`config.mk`:
```
export PLATFORM = sky130hd
export DESIGN_NAME = tune_sequencer
export DESIGN_NICKNAME = d
export VERILOG_FILES = /design/src/rtl/tune_sequencer.sv
export SDC_FILE = /design/constraint.sdc
export NUM_CORES = 1
export LEC_CHECK = 0
export ABC_AREA = 1
export CORE_MARGIN = 3
export CORE_UTILIZATION = 35
export DETAILED_ROUTE_END_ITERATION = 16
export GPL_TIMING_DRIVEN = 1
export MAX_ROUTING_LAYER = met4
export PLACE_DENSITY = 0.61
export SLEW_MARGIN = 40
export SYNTH_ARGS = -nofsm -noshare
export SYNTH_HDL_FRONTEND = slang
export SYNTH_SLANG_ARGS = --single-unit
```
`constraint.sdc`:
```
create_clock -name CLK100MHZ -period 5.37 [get_ports CLK100MHZ]
set_input_delay 1.074 -clock CLK100MHZ [delete_from_list [all_inputs] [get_ports CLK100MHZ]]
set_output_delay 1.074 -clock CLK100MHZ [all_outputs]
set_load 0.03 [all_outputs]
```
`src/rtl/tune_sequencer.sv`:
```
// Steps through a 16-entry tune table of {note, duration}. Each step drives the
// half-period divider and tone gate for the downstream tone stage.
//
//   state  | meaning
//   IDLE   | stopped, outputs silent, waits for play
//   LOAD   | one cycle: latch table[step] into note/remaining, pulse note_strobe
//   PLAY   | sound the latched note and count tempo ticks; play=0 freezes position
//   DONE   | last step finished with loop=0; silent until restart or reset
module tune_sequencer #(
  parameter int TICK_DIV  = 6250000,
  parameter int NUM_STEPS = 16,
  parameter int DIV_W     = 17
) (
  input  logic             CLK100MHZ,
  input  logic             reset,
  input  logic             play,
  input  logic             restart,
  input  logic             loop,
  input  logic             prog_we,
  input  logic [3:0]       prog_addr,
  input  logic [7:0]       prog_data,
  output logic [DIV_W-1:0] divider,
  output logic             tone_en,
  output logic             note_strobe,
  output logic [3:0]       step,
  output logic             busy,
  output logic             done
);

  localparam int TICK_W = (TICK_DIV > 1) ? $clog2(TICK_DIV) : 1;
  localparam logic [TICK_W-1:0] TICK_RELOAD = TICK_W'(TICK_DIV - 1);
  localparam logic [3:0] LAST_STEP = 4'(NUM_STEPS - 1);

  typedef enum logic [1:0] {S_IDLE, S_LOAD, S_PLAY, S_DONE} state_t;

  state_t            state_q, state_d;
  logic [3:0]        step_q, step_d;
  logic [3:0]        note_q, note_d;
  logic [3:0]        rem_q, rem_d;
  logic [TICK_W-1:0] tick_q, tick_d;
  logic              done_q, done_d;
  logic [7:0]        entry;

  // Tune RAM: not touched by reset; FPGA power-up content is all zero.
  logic [7:0] table_q [NUM_STEPS] = '{default: 8'h00};

  always_ff @(posedge CLK100MHZ) begin
    if (prog_we) table_q[prog_addr] <= prog_data;
  end

  function automatic logic [DIV_W-1:0] note_div(input logic [3:0] n);
    case (n)
      4'd1:    note_div = DIV_W'(113636);
      4'd2:    note_div = DIV_W'(107258);
      4'd3:    note_div = DIV_W'(101238);
      4'd4:    note_div = DIV_W'(95556);
      4'd5:    note_div = DIV_W'(90193);
      4'd6:    note_div = DIV_W'(85131);
      4'd7:    note_div = DIV_W'(80353);
      4'd8:    note_div = DIV_W'(75843);
      4'd9:    note_div = DIV_W'(71586);
      4'd10:   note_div = DIV_W'(67568);
      4'd11:   note_div = DIV_W'(63776);
      4'd12:   note_div = DIV_W'(60196);
      default: note_div = '0;
    endcase
  endfunction

  always_ff @(posedge CLK100MHZ) begin
    if (reset) begin
      state_q <= S_IDLE;
      step_q  <= '0;
      note_q  <= '0;
      rem_q   <= '0;
      tick_q  <= '0;
      done_q  <= 1'b0;
    end else begin
      state_q <= state_d;
      step_q  <= step_d;
      note_q  <= note_d;
      rem_q   <= rem_d;
      tick_q  <= tick_d;
      done_q  <= done_d;
    end
  end

  always_comb begin
    state_d = state_q;
    step_d  = step_q;
    note_d  = note_q;
    rem_d   = rem_q;
    tick_d  = tick_q;
    done_d  = done_q;
    // Combinational read of the registered RAM: a same-cycle write lands after it.
    entry   = table_q[step_q];

    if (restart) begin
      step_d = '0;
      done_d = 1'b0;
      if (play) begin
        state_d = S_LOAD;
      end else begin
        state_d = S_IDLE;
        note_d  = '0;
      end
    end else begin
      case (state_q)
        S_IDLE: begin
          if (play) state_d = S_LOAD;
        end
        S_LOAD: begin
          note_d  = entry[7:4];
          rem_d   = entry[3:0];
          tick_d  = TICK_RELOAD;
          state_d = S_PLAY;
        end
        S_PLAY: begin
          if (play) begin
            if (tick_q != '0) begin
              tick_d = tick_q - TICK_W'(1);
            end else begin
              tick_d = TICK_RELOAD;
              if (rem_q != 4'd0) begin
                rem_d = rem_q - 4'd1;
              end else if (step_q != LAST_STEP) begin
                step_d  = step_q + 4'd1;
                state_d = S_LOAD;
              end else if (loop) begin
                step_d  = '0;
                state_d = S_LOAD;
              end else begin
                state_d = S_DONE;
                done_d  = 1'b1;
                note_d  = '0;
              end
            end
          end
        end
        default: ;
      endcase
    end
  end

  // The divider keeps showing the previous note through LOAD; the new note appears in PLAY.
  assign busy        = (state_q == S_LOAD) || (state_q == S_PLAY);
  assign note_strobe = (state_q == S_LOAD);
  assign divider     = busy ? note_div(note_q) : '0;
  assign tone_en     = busy && play && (divider != '0);
  assign step        = step_q;
  assign done        = done_q;

endmodule
```
==> flow_metrics.py <==
metrics = {
    "setup_path": {
        "cpMostUsedCell": "inv_1",
        "cp_max_fo": 21,
        "slowest_stage": "clkdlybuf4s50_1",
        "arrival_ns": 2.78,
        "cp_data_required_time_ns": 4.30,
        "worstSetupStartpointType": "register",
        "cp_slowest_stage_delay_ns": 0.60,
        "crit_path_cell_trace": "inv_1 > ha_1 > nand2_1 > inv_1 > nor4_1 > a31oi_1 > clkdlybuf4s50_1",
        "r2r-end": "tick_q[10]",
        "end_kind": "output port",
        "regToRegStartpoint": "state_q[0]",
        "crit_type": "reg -> out",
        "rr_worst_depth": 11,
        "r2r_slack_ns": 2.46,
    },
    "clocking": {
        "cts_buffers": 17,
        "cts_tree": "built",
        "cts_buffer_depth": 2,
        "post_cts_buffers": 0,
        "clkTransAtPathRegs_ns": 0.07,
        "cts_hold_buf": 0,
        "cts.sinks": 187,
        "clock_latency_ns": 0.44,
        "cts_resized": 0,
        "htree_levels": 4,
        "clockRootBuffer": "clkbuf_16",
    },
    "place": {
        "hpwl_um": 12100,
        "port_buffers": 42,
        "placed_cells": 1230,
        "gp_congestion": 0.863,
        "place_area_um2": 9110,
    },
    "synth": {
        "synth_edf_count": 128,
        "synth-seq-cells": 187,
        "netlist.area_leader.share_pct": 45.8,
        "ys_warn_count": 0,
        "avgSynthCellArea_um2": 9.35,
        "yosys.area.top_type": "edfxtp_1",
        "ys_seq_area_share_pct": 59.9,
        "netlist_area_um2": 8390,
        "ys_types": 42,
        "synth.most_common_cell": "nand2_1",
        "netlist_top_cells_count": "nand2_1, nor2_1, edfxtp_1, inv_1, o21ai_0",
        "synthFlopType": "edfxtp_1",
        "synthTopCellsByArea": "edfxtp_1, dfxtp_1, nand2_1, nor2_1, o21ai_0",
        "postSynthCellCount": 897,
        "postSynth.asyncResetShare_pct": 0,
        "synth_nets": 928,
    },
    "layout": {
        "final_util_pct": 41.3,
        "n_fill_cell": 2290,
        "n_antenna_cell": 0,
        "drive_above_1_share_pct": 8.91,
        "instances_no_fill": 1262,
        "syn_to_final_growth_pct": 16.0,
        "multi_input_area_um2": 2870,
        "seqCellArea_um2": 5030,
        "layout.cell_area.non_filler_um2": 9730,
        "nets": 961,
    },
    "timing": {
        "setup_viol": 0,
        "worst-slew-pin-transition_ns": 0.853,
        "relSlewSlack_pct": 43.0,
        "min_period_over_period_pct": 71.8,
        "grt_setup_unrepaired": "no",
        "min_period_ns": 3.85,
        "final-max-slew-violation-count": 0,
        "finalClockSkew_ns": 0.0147,
        "finalHoldViolCount": 0,
        "max_freq_ghz": 0.259,
        "final.setup.tns_ns": 0,
    },
    "detailed_routing": {
        "ant_nets": 0,
        "first_pass_iters": 6,
        "finalWirelength_um": 18800,
        "via_count": 6147,
        "wire_per_inst_um": 14.9,
        "viasPerCell": 4.87,
        "drc": 0,
        "drt_iter0_drc": 456,
    },
    "grt": {
        "grt_pass1_vias": 5734,
        "grt_pass1_wl_um": 30100,
        "grt_max_degree": 70,
        "antenna_found_initial": 0,
        "track_usage_pct": 15.2,
        "grt.overflow.total": 0,
    },
    "die": {
        "ios": 43,
        "die_y_um": 161,
        "num_rows": 56,
        "die_w_um": 161,
        "core-area_um2": 23500,
        "start_util_pct": 35.6,
        "dieArea_um2": 25900,
    },
    "power": {
        "p_per_area_nw_per_um2": 372,
        "power_mw": 3.62,
        "cell_internal_pwr_mw": 2.54,
        "p_seq_share_pct": 46.6,
        "ir_drop_mv": 0.203,
        "p_comb_share_pct": 18.4,
        "switching_share_pct": 29.9,
        "p_leak_nw": 3.81,
        "p_switching_mw": 1.08,
        "p_clk_share_pct": 35.0,
    },
    "min_path": {
        "hp-start": "rem_q[1]",
        "min_to": "rem_q[1]",
        "whs_path_depth": 2,
        "min_path_type": "reg -> reg",
    },
    "status": {
        "status": "finished, final reports clean",
    },
    "flow_run": {
        "drv_cap": 0,
    },
}
==> kinds of logic after synthesis <==
| group | synth area share [%] |
|---|---|
| and+or+nand+nor | 22.2 |
| DFF | 59.9 |
| buffers and inverters | 6.24 |
| AOI/OAI and AO/OA | 8.89 |
| adders and majority gates | 1.94 |
| xor gates and xnor gates | 0.836 |
==> area by class of cell <==
class / instances / area share [%]
multi-input combinational: 579 / 29.5
sequential: 187 / 51.7
clock buffer: 17 / 4.37
tap: 319 / 4.10
inverter: 96 / 3.70
clock inverter: 15 / 1.77
timing repair buffer: 49 / 4.86
==> worst max-delay path, delay by kind of cell, from the launching register on <==
family,cells,cell delay (ns)
AOI/OAI and AO/OA,1,0.13
DFF,1,0.36
and+or+nand+nor,2,0.55
adders and majority gates,1,0.55
buffers and inverters,3,0.75
==> stage by stage <==
stage / hold slack [ns] / setup slack, ns
2_1_floorplan: 0.445 / 1.88
3_3_place_gp: 0.453 / 1.66
3_5_place_dp: 0.455 / 1.65
4_1_cts: 0.470 / 1.42
5_1_grt: 0.496 / 1.30
6_report: 0.467 / 1.52
==> power by group through the flow <==
stage               clock, mW  sequential [mW]  combinational, mW
floorplan                   0             1.71              0.489
global placement            0             1.72              0.660
detailed placement          0             1.72              0.666
CTS                      1.29             1.69              0.668
global route             1.35             1.70              0.751
finish                   1.27             1.69              0.665
==> metal layers <==
metal	vias to the layer above	GRT usage (%)	part of all wire (%)
met2	130	23.7	46
met4	0	3.99	1.1
met5	-	-	0
li1	3078	-	-
met1	2921	20.4	48
met3	18	2.99	4.3
==> how the worst max path moves through the flow <==
stage	from	to	slack [ns]	cells past startpoint
5_1_grt	state_q[0]	tone_en	1.30	7
3_5_place_dp	play	tone_en	1.65	4
2_1_floorplan	state_q[0]	tone_en	1.88	8
3_3_place_gp	play	tone_en	1.66	4
4_1_cts	state_q[0]	tone_en	1.42	7
6_report	state_q[0]	tone_en	1.52	7
==> cell usage in the layout, fill, tap and decap left out, types with 3 or more instances in the layout <==
cell type	instances
or2_2	4
nand2_1	174
nor4_1	4
xnor2_1	3
edfxtp_1	128
inv_2	4
buf_4	7
o22ai_1	4
nand2_2	3
nand4_1	6
inv_6	4
clkdlybuf4s50_1	42
nor2_2	22
o21ai_1	3
a21oi_1	19
nand3_1	63
inv_8	5
o211ai_1	5
nor2_4	4
xor2_1	5
nor2_1	124
o21ai_0	70
o221ai_1	13
clkbuf_16	17
ha_1	13
inv_1	91
nor3_1	13
dfxtp_1	58
a31oi_1	10
No activity file was read; power rests on OpenSTA's default activity.
